**src/rtl/logic_24_pkg.sv**
```systemverilog
// Shared types, BCD limits and BCD increment helpers for the logic_24 HH:MM clock core.
package logic24_pkg;

  typedef logic [7:0] bcd2_t;

  localparam bcd2_t MIN_MAX  = 8'h59;
  localparam bcd2_t HOUR_MAX = 8'h23;

  // Elaboration-time conversion of a modulus limit (0..99) to packed BCD.
  function automatic bcd2_t bin_to_bcd(int v);
    bcd2_t r;
    r[7:4] = 4'((v / 10) % 10);
    r[3:0] = 4'(v % 10);
    return r;
  endfunction

  // The limit compare is on the whole BCD value, so only legal BCD codes are ever produced.
  function automatic bcd2_t bcd_inc(bcd2_t v, bcd2_t max);
    bcd2_t r;
    if (v == max) begin
      r = '0;
    end else if (v[3:0] == 4'd9) begin
      r = {v[7:4] + 4'd1, 4'd0};
    end else begin
      r = {v[7:4], v[3:0] + 4'd1};
    end
    return r;
  endfunction

endpackage

```
**src/rtl/logic_24_bcd_mod_counter.sv**
```systemverilog
// Two-digit BCD counter 0..MAX_BCD, one step per cycle when inc is high.
// wrap flags the terminal count so the next counter up can chain its carry.
module bcd_mod_counter
  import logic24_pkg::*;
#(
  parameter bcd2_t MAX_BCD = MIN_MAX
) (
  input  logic       clk,
  input  logic       rst,
  input  logic       inc,
  output logic [7:0] q,
  output logic       wrap
);

  bcd2_t cnt_q;
  bcd2_t cnt_d;

  always_comb begin
    cnt_d = cnt_q;
    if (inc) begin
      cnt_d = bcd_inc(cnt_q, MAX_BCD);
    end
  end

  always_ff @(posedge clk or negedge rst) begin
    if (!rst) begin
      cnt_q <= '0;
    end else begin
      cnt_q <= cnt_d;
    end
  end

  assign q    = cnt_q;
  assign wrap = (cnt_q == MAX_BCD);

endmodule

```
**src/rtl/logic_24.sv**
```systemverilog
// 24-hour HH:MM BCD time core: run mode counts minute ticks, modify mode steps the selected field.
// Define LOGIC24_ADD_EDGE_EN to step once per add press instead of once per cycle add is held.
module logic_24
  import logic24_pkg::*;
#(
  parameter int MIN_MOD  = 60,
  parameter int HOUR_MOD = 24
) (
  input  logic       clk,
  input  logic       rst,
  input  logic       add,
  input  logic       minute,
  input  logic       modify,
  output logic [7:0] display0,
  output logic [7:0] display1
);

  localparam bcd2_t MIN_TOP  = bin_to_bcd(MIN_MOD - 1);
  localparam bcd2_t HOUR_TOP = bin_to_bcd(HOUR_MOD - 1);

  logic  add_step;
  logic  run_tick;
  logic  min_inc;
  logic  hr_inc;
  logic  min_wrap;
  logic  hr_wrap;
  bcd2_t min_bcd;
  bcd2_t hr_bcd;

`ifdef LOGIC24_ADD_EDGE_EN
  logic add_q;

  always_ff @(posedge clk or negedge rst) begin
    if (!rst) begin
      add_q <= 1'b0;
    end else begin
      add_q <= add;
    end
  end

  assign add_step = add & ~add_q;
`else
  assign add_step = add;
`endif

  // In modify mode minute is a field select, so it must never be read as a tick.
  assign run_tick = ~modify & minute;
  assign min_inc  = run_tick | (modify & minute & add_step);
  assign hr_inc   = (run_tick & min_wrap) | (modify & ~minute & add_step);

  bcd_mod_counter #(
    .MAX_BCD (MIN_TOP)
  ) u_min (
    .clk  (clk),
    .rst  (rst),
    .inc  (min_inc),
    .q    (min_bcd),
    .wrap (min_wrap)
  );

  bcd_mod_counter #(
    .MAX_BCD (HOUR_TOP)
  ) u_hr (
    .clk  (clk),
    .rst  (rst),
    .inc  (hr_inc),
    .q    (hr_bcd),
    .wrap (hr_wrap)
  );

  assign display0 = min_bcd;
  assign display1 = hr_bcd;

  logic unused_ok;
  assign unused_ok = hr_wrap;

endmodule

```
**config.mk**
```make
export PLATFORM = sky130hd
export DESIGN_NAME = logic_24
export DESIGN_NICKNAME = d
export VERILOG_FILES = /design/src/rtl/logic_24_pkg.sv /design/src/rtl/logic_24_bcd_mod_counter.sv /design/src/rtl/logic_24.sv
export SDC_FILE = /design/constraint.sdc
export NUM_CORES = 1
export LEC_CHECK = 0
export ABC_AREA = 0
export CORE_UTILIZATION = 29
export CTS_CLUSTER_SIZE = 30
export DETAILED_ROUTE_END_ITERATION = 6
export GPL_TIMING_DRIVEN = 0
export PLACE_DENSITY = 0.62
export SLEW_MARGIN = 5
export SYNTH_ARGS = -nofsm -noshare
export SYNTH_HDL_FRONTEND = slang
export SYNTH_SLANG_ARGS = --single-unit
```
**constraint.sdc**
```tcl
create_clock -name clk -period 1.5 [get_ports clk]
set_input_delay 0.15 -clock clk [delete_from_list [all_inputs] [get_ports clk]]
set_output_delay 0.15 -clock clk [all_outputs]
set_load 0.1 [all_outputs]
```
==> metrics.csv <==
stage,metric,value,unit
global_route,grt_pass1_vias,817,
critical_path,critical_path.max_fanout,3,
critical_path,critical_path_required,1.74,ns
pwr,power_leakage,0.000611,uW
logic_synthesis,synth_top_area_share,44.0,%
global_route,grt_overflow,0,
die,coreArea,0.00285,sq mm
drt,routed_wl,2200,um
sta,setup_viol,6,
run_status,violations,"DRC, setup timing",
die,die_h,58.0,um
final_layout,fin_cells,154,
global_route,grt_start_max_net_pins,17,
hold_path,hold_path.class,in2async,
sta,hold_viol_final,0,
logic_synthesis,synthDistinctLibCells,28,
sta,worst_pin_slew,0.761,ns
critical_path,slowest_delay,0.50,ns
final_layout,fillers,266,
logic_synthesis,synthAdderAreaFrac,11.0,%
drt,wire_per_inst,14.3,um
final_layout,area_growth,59.4,%
logic_synthesis,yosysSeqAreaShare,44.0,%
die,die-area,0.00336,sq mm
clock_network,clock_path_buffers,2,
clock_network,cts_buffers,3,
logic_synthesis,synth_flop_cell,dfrtp_1,
placement,place.detailed.instances,138,
logic_synthesis,yosys-top-cells-area,"dfrtp_1 44%, ha_1 11%, o21ai_0 6.6%",
logic_synthesis,synth-xor-area-share,1.93,%
logic_synthesis,synth_warnings,0,
sta,slew_headroom,49.1,%
logic_synthesis,synth_cells,87,
run,max_cap_violations,0,
sta,period_share,104,%
critical_path,worstPathArrival,1.80,ns
placement,place.gp.congestion,0.710,
clock_network,root_buffer,clkbuf_4,
logic_synthesis,synth_edf_count,0,
clock_network,htreeDepth,1,
sta,drv_slew,0,
logic_synthesis,syn_avg_cell_area,10.5,sq um
sta,hold-worst-slack,0.286,ns
placement,port_buffers,20,
logic_synthesis,yosysMostFrequentCell,dfrtp_1,
sta,fin_crit,1.56,ns
sta,rsz0062_at_grt,yes,
drt,drt_iter0_markers,26,
die,io_pins,21,
run_status,outcome,"finished, violations left",
critical_path,critical-path-slowest-cell,dfrtp_4,
logic_synthesis,synth_top_family_by_area,simple AND/OR/NAND/NOR gates,
drt,dr_total_vias,797,
logic_synthesis,synth_fp_nets,100,
critical_path,path_cells,inv_4 > ha_4 > and3b_2 > o211ai_4 > or4_1 > nand2_1,
pwr,ir_worst_vdd,0.00172,V
clock_network,insertion_delay,0.30,ns
sta,clock_skew,0.00701,ns
drt,first_pass_iters,6,
clock_network,cts_hold_buf,0,
logic_synthesis,yosysTopAreaCell,dfrtp_1,
drt,via_per_inst,5.18,
die,rows,19,
sta,finalWorstSetupSlack,-0.0561,ns
global_route,grt_antenna_before_repair,0,
die,start_util,31.9,%
die,dieWidth,58.0,um
global_route,grt_use_total,14.2,%
drt,final_antenna_net_count,0,
critical_path,critPathKind,reg2reg,
logic_synthesis,synth_compound_area_share,19.7,%
logic_synthesis,yosys-top-cells-count,"16 x dfrtp_1, 12 x o21ai_0, 8 x ha_1",
clock_network,clock_sinks,16,
clock_network,cts.reportedPaths.clkPinSlew,0.11,ns
drt,drc_errors,2,
final_layout,nets,137,
logic_synthesis,syn_area,910,sq um
critical_path,end_kind,flop,
logic_synthesis,synth-simple-area-share,19.7,%
final_layout,layout-drive-gt1-share,61.0,%
logic_synthesis,synthMuxAreaShare,1.24,%
critical_path,crit_path_start_kind,flop,
final_layout,diodes,0,
placement,dp_hpwl,1430,um
logic_synthesis,ys_ff_latch,16,
logic_synthesis,async_reset_ff_share,100,%
pwr,power_density,2190,mW/mm^2
global_route,grt_pass1_wl,3700,um
sta,fmax,0.643,GHz
clock_network,cts_tree,yes,
layout make-up:
type | count | area (sq um) | area share, %
timing repair buffer | 32 | 278 | 19.2
sequential | 16 | 433 | 29.9
inverter | 6 | 25.0 | 1.73
multi-input combinational | 65 | 639 | 44.1
tap | 31 | 38.8 | 2.67
clock buffer | 4 | 36.3 | 2.50
registers in the layout (all words and copies together) (netlist names):
name,flops
u_hr.q,8
u_min.q,8
path summary, 6_finish.rpt:
check | startpoint | to | slack, ns | cells after the start
min in group clk | u_hr.q[7] | u_hr.q[7] | 0.50 | 1
max in group asynchronous | rst | u_min.q[0] | 0.65 | 1
worst min-delay path | rst | u_hr.q[7] | 0.29 | 1
worst min register to register | u_hr.q[7] | u_hr.q[7] | 0.50 | 1
worst max-delay path | u_min.q[1] | u_min.q[7] | -0.06 | 6
worst max register to register | u_min.q[1] | u_min.q[7] | -0.06 | 6
power by group:
part | switching (uW) | internal (uW) | leakage, uW
logic | 1430 | 593 | 0.000404
clock network | 158 | 148 | 0.0000210
registers | 215 | 626 | 0.000186
total | 1800 | 1370 | 0.000611
logic make-up after synthesis:
kind of cell / Yosys count
xor+xnor: 2
fa+ha+maj: 8
mux: 1
compound gates: 25
buf+inv: 6
flops: 16
simple gates: 29
timing repair:
action / 4_1_cts / 5_1_grt
buffers inserted: 9 / 3
setup endpoints to repair: 26 / 24
gates resized for setup: 71 / 36
pin swaps: 5 / 8
critical path, delay by kind of cell, from the launching register on:
family | cells | cell delay, ns
compound gates | 1 | 0.10
fa+ha+maj | 1 | 0.13
buf+inv | 1 | 0.06
flops | 1 | 0.50
simple gates | 3 | 0.71
per-stage QoR:
step | setup TNS (ns) | total power [uW] | utilization (%) | area [sq um] | worst slack [ns]
after floorplan | -1.96 | 2140 | - | 955 | -0.276
after global placement | -4.61 | 2520 | 41.8 | 1190 | -0.232
after detailed placement | -5.15 | 2560 | 41.8 | 1190 | -0.282
after CTS | -0.284 | 3040 | 48.5 | 1380 | -0.0636
after global routing | -0.760 | 3340 | 50.8 | 1450 | -0.157
final | -0.141 | 3170 | 50.8 | 1450 | -0.0561
layout by cell type (no fill, tap or decap), types with 2 or more instances in the layout:
master / n
and3b_1: 2
and3b_2: 2
buf_2: 7
buf_4: 8
buf_6: 4
clkbuf_4: 3
clkdlybuf4s15_2: 6
clkdlybuf4s18_2: 3
clkdlybuf4s50_1: 4
dfrtp_1: 2
dfrtp_2: 8
dfrtp_4: 6
ha_1: 5
ha_4: 2
inv_1: 4
nand2_1: 4
nand2_2: 3
nand3_1: 4
nand3b_1: 2
nor2_1: 2
o21ai_0: 2
o21ai_1: 6
o21ai_2: 4
o31ai_1: 2
o31ai_4: 2
metal layers:
metal | share of wire, % | vias to the layer above | track usage [%]
li1 | - | 388 | -
met4 | 0 | 0 | 2.04
met1 | 41 | 388 | 17.4
met3 | 5.9 | 0 | 5.13
met2 | 53 | 21 | 24.3
met5 | 0 | - | 0
No activity file was read; power rests on OpenSTA's default activity.
==> patch 1 (config.mk and constraints unchanged) <==
Register the outputs `display0` and `display1`, without a reset; this adds one clock of latency there.
--- a/src/rtl/logic_24.sv
+++ b/src/rtl/logic_24.sv
@@ -68,8 +68,10 @@
     .wrap (hr_wrap)
   );
 
-  assign display0 = min_bcd;
-  assign display1 = hr_bcd;
+  always_ff @(posedge clk) begin
+      display0 <= min_bcd;
+      display1 <= hr_bcd;
+  end
 
   logic unused_ok;
   assign unused_ok = hr_wrap;
Check against the original RTL: not equivalent (Yosys sat finds a counterexample within 4 cycles, from zero or initial values and one cycle with rst low).
==> patch 1 against the unedited design <==
The flow finishes with violations (negative setup slack); wire length hardly changed; via count is 13% higher; cell count is 24% higher; setup slack worse by 24 ps; hold slack better by 32 ps; sequential cell count is 16 higher; final area is 17% higher; die area is 33% higher; synthesized area is 34% higher.
Power is not shown: default switching activity piles up to over one toggle a cycle in this logic, so the estimate is an artifact.
==> patch 1: results (changes against the unedited design) <==
outcome: finished with violations
violated checks: negative setup slack
WHS: 319 ps (+32.3 ps)
layout cells sized above 1: 0.333 (-0.276)
via count: 902 (+13%)
Layout clock area frac: 0.0544 (+0.0294)
Final setup viols: 8 (+2)
nonclk buf count: 30 (-6.3%)
root buf cell: clkbuf_8
Synth Area in Compound Gates: 0.147 (-0.0502)
number of CTS-inserted buffers: 5 (+2)
multi-input combinational area share: 0.296 (-0.145)
H-Tree Depth: 2 (+1)
Most used DFF post-synth: dfxtp_1
Seq/Total Area, Yosys: 0.590 (+0.150)
post-synthesis mux area share: 0.00922 (-0.00316)
number of synthesized register bits: 32 (+16)
Filler cells: 376 (+41%)
Synth Area in XOR/XNOR: 0.0143 (-0.00491)
Slowest cell on crit path: or4_1
Post-CTS Setup Bufs: 7 (-2)
post-route setup slack: -80.1 ps (-24.0 ps)
setup TNS: -380 ps (-239 ps)
M2 GR Usage: 0.197 (-0.0461)
nets: 153 (+12%)
Post-synth top cells: dfrtp_1, dfxtp_1, o21ai_0
Reg clk slew, reported paths: 60 ps (-50 ps)
GPL Wtd Cong: 0.736 (+3.7%)
GR Util met3: 0.0479 (-0.00339)
-- patch 1: cell count changes after synthesis, sizes merged --
cell	delta
dfxtp	+16
-- patch 1: worst max-delay path by stage --
stage	startpoint	to	slack, ps	cells past startpoint
floorplan	u_min.q[1]	u_min.q[7]	50	6
global placement	minute	u_hr.q[3]	-230	5
detailed placement	minute	u_hr.q[2]	-260	5
CTS	u_min.q[1]	u_hr.q[3]	-60	6
global route	u_min.q[5]	u_hr.q[2]	-190	6
finish	u_min.q[1]	u_min.q[7]	-80	6
-- patch 1: per-stage QoR --
stage                      util  area, um2  setup slack [ps]  std cells
after CTS                 0.411       1650             -59.5        188
after floorplan               -       1220              50.9        103
final                     0.423       1700             -80.1        191
after detailed placement  0.369       1490              -262        173
after global placement    0.369       1490              -230        173
after global routing      0.423       1700              -187        191
-- patch 1: layer usage --
metal,vias up,wire (um)
met2,17,1180
met4,0,4
li1,439,-
met5,-,0
met3,2,98
met1,444,917
==> patch 2 (config.mk and constraints unchanged) <==
Without the edit above. Add a define of `LOGIC24_ADD_EDGE_EN`.
--- a/src/rtl/logic_24.sv
+++ b/src/rtl/logic_24.sv
@@ -1,5 +1,7 @@
 // 24-hour HH:MM BCD time core: run mode counts minute ticks, modify mode steps the selected field.
 // Define LOGIC24_ADD_EDGE_EN to step once per add press instead of once per cycle add is held.
+`define LOGIC24_ADD_EDGE_EN
+
 module logic_24
   import logic24_pkg::*;
 #(
Check against the original RTL: not equivalent (a bounded check fails within 4 cycles, from zero or initial values and one cycle with rst low).
==> patch 2 against the unedited design <==
The run ends with negative setup slack left; first-iteration DRC count grew 12%; core utilization fell by 4.5 points; setup slack worse by 100 ps; critical path depth decreased by 1; wire length fell by 7.0%; final area shrank 1.6%; sequential cell count grew 1; hold slack better by 8.3 ps; synthesized area increased by 5.0%; critical path type unchanged; critical endpoint is now u_hr.q[2]; largest cell class unchanged.
Power is not shown: default switching activity piles up to over one toggle a cycle in this logic, so the estimate is an artifact.
==> patch 2: results (changes against the unedited design) <==
outcome: finished with violations
violated checks: negative setup slack
Synth Area in Compound Gates: 0.173 (-0.0237)
Worst Reg-to-Reg Cells: 5 (-1)
M2 GR Usage: 0.223 (-0.0199)
dpl cells: 154 (+12%)
maximum number of pins on one net before global-route repair: 18 (+1)
met1 usage: 0.159 (-0.0154)
Filler cells: 298 (+12%)
WL met2: 1050 um (-9.7%)
Total GRT Usage: 0.131 (-0.0112)
NonClk Buf Share: 0.200 (+0.00846)
syn_nets: 103 (+3.0%)
DR vias/cell: 4.72 (-8.8%)
DR pass1 iterations: 2 (-4)
Syn Area/Cell: 10.6 um2 (+1.5%)
sequential portion of the cell area: 0.319 (+0.0208)
post-route setup slack: -158 ps (-102 ps)
Synth Area in XOR/XNOR: 0.0183 (-0.000909)
Adder-Cell Fraction of Synth Area: 0.105 (-0.00519)
crit path max fanout: 8 (+5)
Reg-to-Reg End: u_hr.q[2]
first-pass GRT wire length: 3460 um (-6.5%)
Synth area leaders: dfrtp_1, ha_1, o21ai_0
via count: 788 (-1.1%)
wire length on met3: 106 um (-18%)
Iter 0 DRT Violations: 29 (+12%)
Critical Path AT: 1830 ps (+30 ps)
Worst Skew: 5.92 ps (-1.10 ps)
multi-input combinational area share: 0.404 (-0.0374)
Met1 Wirelength: 876 um (-3.3%)
nonclk buf count: 30 (-6.3%)
Routed Wire Length: 2050 um (-7.0%)
Final setup viols: 11 (+5)
==> patch 2: cell count changes in the layout (fill, tap and decap cells not counted), moves of 2 or more <==
cell	change
xor2_1	+2
nand2b_1	+2
buf_4	-3
o21ai_1	+2
o21ai_2	-2
buf_2	-4
nand2_2	-2
clkdlybuf4s15_2	+3
nor2_1	+3
==> patch 2: how the worst max path moves through the flow <==
stage                           from          to  slack [ps]
after floorplan           u_min.q[1]  u_min.q[7]        -280
after global placement        minute   u_hr.q[0]        -290
final                     u_min.q[4]   u_hr.q[2]        -160
after CTS                 u_min.q[0]   u_hr.q[2]        -180
after global routing      u_min.q[4]   u_hr.q[2]        -220
after detailed placement      minute   u_hr.q[0]        -290
==> patch 2: timing repair <==
item                                    4_1_cts  5_1_grt
hold endpoints to repair                      0        0
endpoints found under the setup margin       28       22
setup buffers                                 7        3
resized for setup                            67       21
pin swaps                                     6        4
==> patch 2: stage by stage <==
step / instance area, um2 / TNS (ps) / setup slack, ps / utilization / hold WS (ps)
3_3_place_gp: 1250 / -5430 / -287 / 0.405 / 480
2_1_floorplan: 991 / -2610 / -281 / - / -146
3_5_place_dp: 1250 / -5770 / -295 / 0.405 / 482
5_1_grt: 1430 / -2240 / -222 / 0.463 / 338
4_1_cts: 1400 / -1670 / -179 / 0.454 / 342
6_report: 1430 / -1270 / -158 / 0.463 / 295
==> patch 2: kinds of logic after synthesis <==
| group | after synthesis |
|---|---|
| AO/OA/AOI/OAI | 22 |
| XOR/XNOR | 2 |
| adder cells (fa/ha/maj) | 8 |
| buffers and inverters | 8 |
| flip-flops | 17 |
| multiplexers | 2 |
| AND/OR/NAND/NOR | 31 |
==> patch 2: critical path, cell delays in order, from the launching register on <==
cell,delay [ps]
dfrtp_4,520
ha_4,170
and3b_2,220
a41oi_4,340
nand2b_4,230
o31ai_2,60
